<file path="config.mk">
export PLATFORM = sky130hd
export DESIGN_NAME = sram_port_arbiter_flat
export DESIGN_NICKNAME = d
export VERILOG_FILES = /design/src/rtl/sram_arb_pkg.sv /design/src/rtl/sram_port_arbiter_if.sv /design/src/rtl/sram_arb_grant.sv /design/src/rtl/sram_port_arbiter.sv /design/src/flat_wrapper.sv
export SDC_FILE = /design/constraint.sdc
export NUM_CORES = 1
export LEC_CHECK = 0
export CORE_ASPECT_RATIO = 1.5
export CORE_MARGIN = 4
export CORE_UTILIZATION = 35
export DETAILED_ROUTE_END_ITERATION = 10
export GPL_ROUTABILITY_DRIVEN = 0
export PLACE_DENSITY = 0.8
export SYNTH_ARGS = -nofsm -noshare
export SYNTH_HDL_FRONTEND = slang
export SYNTH_SLANG_ARGS = --single-unit
export TNS_END_PERCENT = 50
</file>
<file path="constraint.sdc">
create_clock -name clk_sys -period 1.6 [get_ports clk_sys]
set_input_delay 0.32 -clock clk_sys [delete_from_list [all_inputs] [get_ports clk_sys]]
set_output_delay 0.32 -clock clk_sys [all_outputs]
set_load 0.02 [all_outputs]
</file>
<file path="src/rtl/sram_arb_pkg.sv">
// Shared types and default constants for the SRAM port arbiter.
package sram_arb_pkg;

  typedef enum logic [2:0] {
    IDLE,
    ISSUE,
    WAIT_BUSY,
    WAIT_DONE,
    COMPLETE
  } arb_state_t;

  typedef enum logic {
    OWN_A,
    OWN_B
  } owner_t;

  localparam int DEF_ADDR_W       = 23;
  localparam int DEF_BUSY_TIMEOUT = 4;
  localparam int DEF_STARVE_LIMIT = 8;

  // Bits needed to hold any value in 0..max_val.
  function automatic int cnt_width(input int max_val);
    return (max_val < 1) ? 1 : $clog2(max_val + 1);
  endfunction

endpackage

</file>
<file path="src/rtl/sram_port_arbiter_if.sv">
// Requester and memory-controller signals shared by the arbiter and its
// environment. The arbiter uses the slave view; the surroundings use master.
interface sram_port_arbiter_if
  import sram_arb_pkg::*;
#(
  parameter int ADDR_W = DEF_ADDR_W
);

  logic              a_req;
  logic [ADDR_W-1:0] a_addr;
  logic [7:0]        a_wdata;
  logic              a_ack;

  logic              b_req;
  logic              b_we;
  logic [ADDR_W-1:0] b_addr;
  logic [7:0]        b_wdata;
  logic              b_ack;
  logic [7:0]        b_rdata;

  logic [ADDR_W-1:0] mem_addr;
  logic [7:0]        mem_din;
  logic              mem_we;
  logic              mem_rd;
  logic [7:0]        mem_dout;
  logic              mem_ready;

  logic              busy;

  modport slave (
    input  a_req, a_addr, a_wdata, b_req, b_we, b_addr, b_wdata,
           mem_dout, mem_ready,
    output a_ack, b_ack, b_rdata, mem_addr, mem_din, mem_we, mem_rd, busy
  );

  modport master (
    output a_req, a_addr, a_wdata, b_req, b_we, b_addr, b_wdata,
           mem_dout, mem_ready,
    input  a_ack, b_ack, b_rdata, mem_addr, mem_din, mem_we, mem_rd, busy
  );

endinterface

</file>
<file path="src/rtl/sram_arb_grant.sv">
// Grant decision: A wins unless B has waited through STARVE_LIMIT A grants.
// Purely combinational; the top registers owner and starve count on grant.
module sram_arb_grant
  import sram_arb_pkg::*;
#(
  parameter  int STARVE_LIMIT = DEF_STARVE_LIMIT,
  localparam int ST_W         = cnt_width(STARVE_LIMIT)
) (
  input  logic            a_req,
  input  logic            b_req,
  input  logic [ST_W-1:0] starve_cnt,
  output owner_t          owner,
  output logic [ST_W-1:0] starve_nxt
);

  // Select owner and compute the starve count that applies after this grant.
  always_comb begin
    owner      = OWN_A;
    starve_nxt = starve_cnt;
    if (b_req && (!a_req || (starve_cnt == ST_W'(STARVE_LIMIT)))) begin
      owner      = OWN_B;
      starve_nxt = '0;
    end else if (b_req) begin
      // a_req is set here and the count is below the limit
      starve_nxt = starve_cnt + ST_W'(1);
    end
  end

endmodule

</file>
<file path="src/rtl/sram_port_arbiter.sv">
// Schedules the single SRAM byte port between the download writer (A) and
// the core bus (B), one access in flight at a time.
//
//  state     | meaning
//  IDLE      | waiting for mem_ready and a request; grant latches the access
//  ISSUE     | one-cycle mem_we/mem_rd strobe, timeout counter loaded
//  WAIT_BUSY | waiting for the controller to drop mem_ready, or timeout
//  WAIT_DONE | waiting for mem_ready to return
//  COMPLETE  | one-cycle ack to the owner
module sram_port_arbiter
  import sram_arb_pkg::*;
#(
  parameter int ADDR_W       = DEF_ADDR_W,
  parameter int BUSY_TIMEOUT = DEF_BUSY_TIMEOUT,
  parameter int STARVE_LIMIT = DEF_STARVE_LIMIT
) (
  input  logic                clk_sys,
  input  logic                reset,
  sram_port_arbiter_if.slave  bus
);

  localparam int TO_W = cnt_width(BUSY_TIMEOUT);
  localparam int ST_W = cnt_width(STARVE_LIMIT);

  arb_state_t        state_q, state_d;
  owner_t            owner_q, owner_d;
  logic              we_q, we_d;
  logic [ADDR_W-1:0] addr_q, addr_d;
  logic [7:0]        din_q, din_d;
  logic [7:0]        rdata_q, rdata_d;
  logic [TO_W-1:0]   tmo_q, tmo_d;
  logic [ST_W-1:0]   starve_q, starve_d;

  owner_t            gnt_owner;
  logic [ST_W-1:0]   gnt_starve;

  sram_arb_grant #(
    .STARVE_LIMIT (STARVE_LIMIT)
  ) u_grant (
    .a_req      (bus.a_req),
    .b_req      (bus.b_req),
    .starve_cnt (starve_q),
    .owner      (gnt_owner),
    .starve_nxt (gnt_starve)
  );

  // State and access registers; reset aborts any access without an ack.
  always_ff @(posedge clk_sys or posedge reset) begin
    if (reset) begin
      state_q  <= IDLE;
      owner_q  <= OWN_B;
      we_q     <= 1'b0;
      addr_q   <= '0;
      din_q    <= '0;
      rdata_q  <= '0;
      tmo_q    <= '0;
      starve_q <= '0;
    end else begin
      state_q  <= state_d;
      owner_q  <= owner_d;
      we_q     <= we_d;
      addr_q   <= addr_d;
      din_q    <= din_d;
      rdata_q  <= rdata_d;
      tmo_q    <= tmo_d;
      starve_q <= starve_d;
    end
  end

  // Next-state logic: grant, strobe, wait for the controller, acknowledge.
  always_comb begin
    state_d  = state_q;
    owner_d  = owner_q;
    we_d     = we_q;
    addr_d   = addr_q;
    din_d    = din_q;
    rdata_d  = rdata_q;
    tmo_d    = tmo_q;
    starve_d = starve_q;
    unique case (state_q)
      IDLE: begin
        if (bus.mem_ready && (bus.a_req || bus.b_req)) begin
          owner_d  = gnt_owner;
          starve_d = gnt_starve;
          if (gnt_owner == OWN_A) begin
            addr_d = bus.a_addr;
            din_d  = bus.a_wdata;
            we_d   = 1'b1;
          end else begin
            addr_d = bus.b_addr;
            din_d  = bus.b_wdata;
            we_d   = bus.b_we;
          end
          state_d = ISSUE;
        end
      end
      ISSUE: begin
        tmo_d   = TO_W'(BUSY_TIMEOUT);
        state_d = WAIT_BUSY;
      end
      WAIT_BUSY: begin
        if (!bus.mem_ready) begin
          state_d = WAIT_DONE;
        end else if (tmo_q == '0) begin
          // controller never showed busy; treat the access as finished
          state_d = COMPLETE;
          if (owner_q == OWN_B && !we_q) rdata_d = bus.mem_dout;
        end else begin
          tmo_d = tmo_q - TO_W'(1);
        end
      end
      WAIT_DONE: begin
        if (bus.mem_ready) begin
          state_d = COMPLETE;
          if (owner_q == OWN_B && !we_q) rdata_d = bus.mem_dout;
        end
      end
      COMPLETE: begin
        state_d = IDLE;
      end
      default: begin
        state_d = IDLE;
      end
    endcase
  end

  assign bus.mem_we   = (state_q == ISSUE) && we_q;
  assign bus.mem_rd   = (state_q == ISSUE) && !we_q;
  assign bus.a_ack    = (state_q == COMPLETE) && (owner_q == OWN_A);
  assign bus.b_ack    = (state_q == COMPLETE) && (owner_q == OWN_B);
  assign bus.busy     = (state_q != IDLE);
  assign bus.mem_addr = addr_q;
  assign bus.mem_din  = din_q;
  assign bus.b_rdata  = rdata_q;

endmodule

</file>
<file path="src/flat_wrapper.sv">
// flat-port wrapper written by rule: the top's interface ports become plain ports
module sram_port_arbiter_flat import sram_arb_pkg::*;
#(
  parameter int ADDR_W       = DEF_ADDR_W,
  parameter int BUSY_TIMEOUT = DEF_BUSY_TIMEOUT,
  parameter int STARVE_LIMIT = DEF_STARVE_LIMIT
)
  (clk_sys, reset, bus_a_req, bus_a_addr, bus_a_wdata, bus_b_req, bus_b_we, bus_b_addr, bus_b_wdata, bus_mem_dout, bus_mem_ready, bus_a_ack, bus_b_ack, bus_b_rdata, bus_mem_addr, bus_mem_din, bus_mem_we, bus_mem_rd, bus_busy);
  sram_port_arbiter_if #(.ADDR_W(ADDR_W)) bus_i ();
  input  logic clk_sys;
  input  logic reset;
  input wire logic [$bits(bus_i.a_req)-1:0] bus_a_req;
  input wire logic [$bits(bus_i.a_addr)-1:0] bus_a_addr;
  input wire logic [$bits(bus_i.a_wdata)-1:0] bus_a_wdata;
  input wire logic [$bits(bus_i.b_req)-1:0] bus_b_req;
  input wire logic [$bits(bus_i.b_we)-1:0] bus_b_we;
  input wire logic [$bits(bus_i.b_addr)-1:0] bus_b_addr;
  input wire logic [$bits(bus_i.b_wdata)-1:0] bus_b_wdata;
  input wire logic [$bits(bus_i.mem_dout)-1:0] bus_mem_dout;
  input wire logic [$bits(bus_i.mem_ready)-1:0] bus_mem_ready;
  output wire logic [$bits(bus_i.a_ack)-1:0] bus_a_ack;
  output wire logic [$bits(bus_i.b_ack)-1:0] bus_b_ack;
  output wire logic [$bits(bus_i.b_rdata)-1:0] bus_b_rdata;
  output wire logic [$bits(bus_i.mem_addr)-1:0] bus_mem_addr;
  output wire logic [$bits(bus_i.mem_din)-1:0] bus_mem_din;
  output wire logic [$bits(bus_i.mem_we)-1:0] bus_mem_we;
  output wire logic [$bits(bus_i.mem_rd)-1:0] bus_mem_rd;
  output wire logic [$bits(bus_i.busy)-1:0] bus_busy;
  assign bus_i.a_req = bus_a_req;
  assign bus_i.a_addr = bus_a_addr;
  assign bus_i.a_wdata = bus_a_wdata;
  assign bus_i.b_req = bus_b_req;
  assign bus_i.b_we = bus_b_we;
  assign bus_i.b_addr = bus_b_addr;
  assign bus_i.b_wdata = bus_b_wdata;
  assign bus_i.mem_dout = bus_mem_dout;
  assign bus_i.mem_ready = bus_mem_ready;
  assign bus_a_ack = bus_i.a_ack;
  assign bus_b_ack = bus_i.b_ack;
  assign bus_b_rdata = bus_i.b_rdata;
  assign bus_mem_addr = bus_i.mem_addr;
  assign bus_mem_din = bus_i.mem_din;
  assign bus_mem_we = bus_i.mem_we;
  assign bus_mem_rd = bus_i.mem_rd;
  assign bus_busy = bus_i.busy;
  sram_port_arbiter #(.ADDR_W(ADDR_W), .BUSY_TIMEOUT(BUSY_TIMEOUT), .STARVE_LIMIT(STARVE_LIMIT)) u_core (.clk_sys(clk_sys), .reset(reset), .bus(bus_i));
endmodule
</file>
==> results.rst <==
.. list-table::
   :header-rows: 1

   * - Metric
     - Value
   * - Highest clock frequency the design can meet
     - 605 MHz
   * - Slew at the pin with the worst max-slew slack
     - 0.396 ns
   * - First-pass GRT wire length
     - 13.4 mm
   * - Remaining Overflow, GRT
     - 0
   * - Count of flip-flops with a built-in enable after synthesis
     - 0
   * - Total power after layout
     - 7.18 mW
   * - Proportion of layout cells with a drive suffix above 1
     - 0.225
   * - TritonCTS clock tree
     - built
   * - Sum of buffers and inverters on the critical path
     - 2
   * - Routed vias/inst
     - 5.46
   * - Max-slew headroom at the worst pin
     - 0.732
   * - Final number of hold-violating endpoints
     - 0
   * - Proportion of register bits with asynchronous set or reset after synthesis
     - 1.00
   * - Category of the worst setup path launch point
     - flop
   * - Post-synthesis sequential element count
     - 51
   * - Placed Instance Area
     - 4220 um^2
   * - Post-synthesis cell count
     - 282
   * - Commonest cells after routing, fill and taps aside
     - sky130_fd_sc_hd__clkdlybuf4s50_1 (75), sky130_fd_sc_hd__dfrtp_1 (47), sky130_fd_sc_hd__buf_4 (38), sky130_fd_sc_hd__a21oi_1 (35), sky130_fd_sc_hd__dlygate4sd2_1 (35)
   * - Final worst slack
     - -0.0538 ns
   * - Crit path largest cell delay
     - 0.45 ns
   * - Full die area
     - 9190 um^2
   * - Post-synthesis cell type count
     - 34
   * - Number of ports placed on the die boundary
     - 120
   * - Most common cell after layout, fill and taps aside
     - sky130_fd_sc_hd__clkdlybuf4s50_1
   * - Synth warn
     - 0
   * - Portion of the post-synthesis area used by sequential elements
     - 0.474
   * - Final worst path period share
     - 1.03
   * - Number of antenna violations at the first check in global routing
     - 0
   * - Maximum number of pins on one net before global-route repair
     - 44
   * - CTS clk-pin slew, worst paths
     - 0.10 ns
   * - FF-to-FF setup slack
     - -0.05 ns
   * - Max-capacitance violation count
     - 0
   * - Per-cell routed wire length
     - 16.5 um
   * - Crit path required time
     - 1.28 ns
   * - Count of hold-fix buffers inserted at cts
     - 0
   * - Average footprint of a synthesized cell
     - 9.55 um^2
   * - Leakage power figure
     - 1.97 nW
   * - Number of detailed-routing iterations run before antenna repair
     - 4
   * - Final ANT Viol Nets
     - 0
   * - Data arrival time of the critical path
     - 1.33 ns
   * - Crit Path Max Fanout
     - 4
   * - Total routed wirelength
     - 8.62 mm
   * - DRT iter0 DRCs
     - 179
   * - Result of the run
     - finished, violations left
   * - H-Tree Level Count
     - 2
   * - Vias after detailed routing
     - 2856
   * - Post-Synthesis Cell Area
     - 2690 um^2
   * - Synth-to-Final Area Change
     - 68.3%
   * - Cells along the critical path
     - buf_6 -> or3_4 -> buf_6
   * - Max Transition Viols Final
     - 0
   * - Tightest Hold Check Type
     - in2async
   * - Site Rows
     - 38
   * - Core Area
     - 7370 um^2
   * - Sink Count
     - 51
   * - Slowest stage cell on the critical path
     - sky130_fd_sc_hd__dfrtp_2
   * - Top cell family by delay on the critical path
     - flip-flops
   * - Layout net count
     - 502
   * - Violations in the final reports
     - negative setup slack
   * - Time the final worst path needs with I/O delays and setup
     - 1.65 ns
   * - Unrepaired setup endpoints after global routing
     - true
   * - Via count of the first global-routing pass
     - 2948
   * - Total power density per cell area
     - 1580 nW/um^2
   * - Post-Route Skew
     - 0.00470 ns
   * - Horizontal die dimension
     - 79.6 um
   * - Hold_ws
     - 0.351 ns
   * - Count of inserted antenna diode cells
     - 0
   * - Effective utilization at floorplan
     - 0.365
   * - Die H
     - 115 um
   * - Setup Crit Path Kind
     - reg2out
   * - CTS Buffer Depth
     - 2
   * - Synthesized net count
     - 362
   * - Clock root buffer
     - sky130_fd_sc_hd__clkbuf_8
   * - Worst skew pair latency
     - 0.30 ns
   * - Top FF cell, synth
     - sky130_fd_sc_hd__dfrtp_1
   * - Final standard cell area without fillers
     - 4530 um^2
   * - Worst-case vdd ir drop
     - 0.765 mV
   * - HPWL Detailed
     - 6.27 mm
   * - Total DRC errors in the routed layout
     - 0
   * - Final setup vio count
     - 9
   * - Buffers on Ports
     - 119
   * - Number of buffers added by the clock tree synthesis step
     - 5
   * - Cell type with the highest occurrence count on the critical path
     - sky130_fd_sc_hd__buf_6
   * - Combined global-route utilization of all metal layers
     - 0.181
   * - Worst Setup End Kind
     - primary output
## power breakdown
part / switching [mW] / total [mW] / internal [mW]
sequential: 0.387 / 2.30 / 1.91
clock: 0.455 / 0.929 / 0.475
combinational: 1.99 / 3.95 / 1.96
total: 2.83 / 7.18 / 4.35
## worst min-delay path, cell delays in order
cell and delay, ns:
sky130_fd_sc_hd__clkdlybuf4s50_1 0.42, sky130_fd_sc_hd__inv_2 0.09, sky130_fd_sc_hd__buf_4 0.17
## stage by stage
stage	utilization	TNS, ns	cells	worst slack (ns)
after floorplan	-	-1.00	282	-0.123
after global placement	0.572	-14.02	505	-0.352
after detailed placement	0.572	-15.15	505	-0.365
after CTS	0.592	-0.436	516	-0.0521
after global routing	0.615	-1.77	523	-0.121
final	0.615	-0.436	523	-0.0538
## cell families (layout without fill, tap and decap cells)
logic type | count (synthesis) | after routing | share of synthesized area
AND/OR/NAND/NOR | 63 | 63 | 0.141
flip-flops | 51 | 51 | 0.474
AO/OA/AOI/OAI | 111 | 111 | 0.258
multiplexers | 11 | 11 | 0.0451
buffers and inverters | 42 | 183 | 0.0623
adder cells (fa/ha/maj) | 4 | 4 | 0.0186
## synth_stat cells (2+ instances only)
cell                        count  share of area
sky130_fd_sc_hd__ha_1           4          0.019
sky130_fd_sc_hd__nand2b_1       5          0.012
sky130_fd_sc_hd__a21oi_1       40          0.074
sky130_fd_sc_hd__mux2_2         9          0.038
sky130_fd_sc_hd__nand2_1        4         0.0056
sky130_fd_sc_hd__o2bb2ai_1      3         0.0098
sky130_fd_sc_hd__nor2_1         4         0.0056
sky130_fd_sc_hd__o311ai_0       2         0.0065
sky130_fd_sc_hd__and3_1         2         0.0046
sky130_fd_sc_hd__buf_2          8          0.015
sky130_fd_sc_hd__nand3_1       32          0.059
sky130_fd_sc_hd__o21bai_1       2         0.0056
sky130_fd_sc_hd__a31oi_1       31          0.072
sky130_fd_sc_hd__mux2i_1        2         0.0074
sky130_fd_sc_hd__o211ai_1      31          0.086
sky130_fd_sc_hd__clkbuf_1      25          0.035
sky130_fd_sc_hd__o21ai_0        2         0.0037
sky130_fd_sc_hd__nand3b_1       2         0.0056
sky130_fd_sc_hd__dfrtp_1       50           0.46
sky130_fd_sc_hd__nand4b_1       2         0.0065
sky130_fd_sc_hd__inv_1          9          0.013
## repair_timing
| action | 4_1_cts | 5_1_grt |
|---|---|---|
| buffers inserted | 4 | 7 |
| gates resized for setup | 80 | 32 |
| endpoints found under the setup margin | 87 | 57 |
| pin swaps | 6 | 4 |
## per-layer routing
metal / vias to the layer above / track usage / wire (um)
met5: - / 0 / 0
met4: 0 / 0.0550 / 156
met3: 16 / 0.0389 / 559
met2: 135 / 0.333 / 4530
met1: 1355 / 0.209 / 3380
li1: 1350 / - / -
## sequential cells by signal, summed over array words and instances, names as in the netlist
name,cells
u_core.tmo_q,3
u_core.owner_q,1
u_core.bus.mem_addr,23
u_core.bus.b_rdata,8
u_core.we_q,1
u_core.bus.mem_din,8
u_core.state_q,3
u_core.starve_q,4
## worst paths after layout
path / from / end / cells past startpoint
setup / recovery: u_core.state_q[1]$_DFFE_PP0P_ / bus_busy / 3
hold / removal: reset / u_core.bus.b_rdata[4]$_DFFE_PP0P_ / 3
setup reg to reg: u_core.tmo_q[0]$_DFFE_PP0P_ / u_core.bus.b_rdata[6]$_DFFE_PP0P_ / 7
hold reg to reg: u_core.starve_q[0]$_DFFE_PP0P_ / u_core.starve_q[0]$_DFFE_PP0P_ / 1
max in group asynchronous: reset / u_core.owner_q$_DFFE_PP1P_ / 3
min in group clk_sys: u_core.starve_q[0]$_DFFE_PP0P_ / u_core.starve_q[0]$_DFFE_PP0P_ / 1
## area by class of cell
type,count,area (um^2)
tap,100,125
clock buffer,5,68.8
clock inverter,3,47.5
multi-input combinational,189,1380
fill,637,2840
timing repair buffer,166,1600
inverter,9,33.8
sequential,51,1280
(Power assumes the default switching activity.)
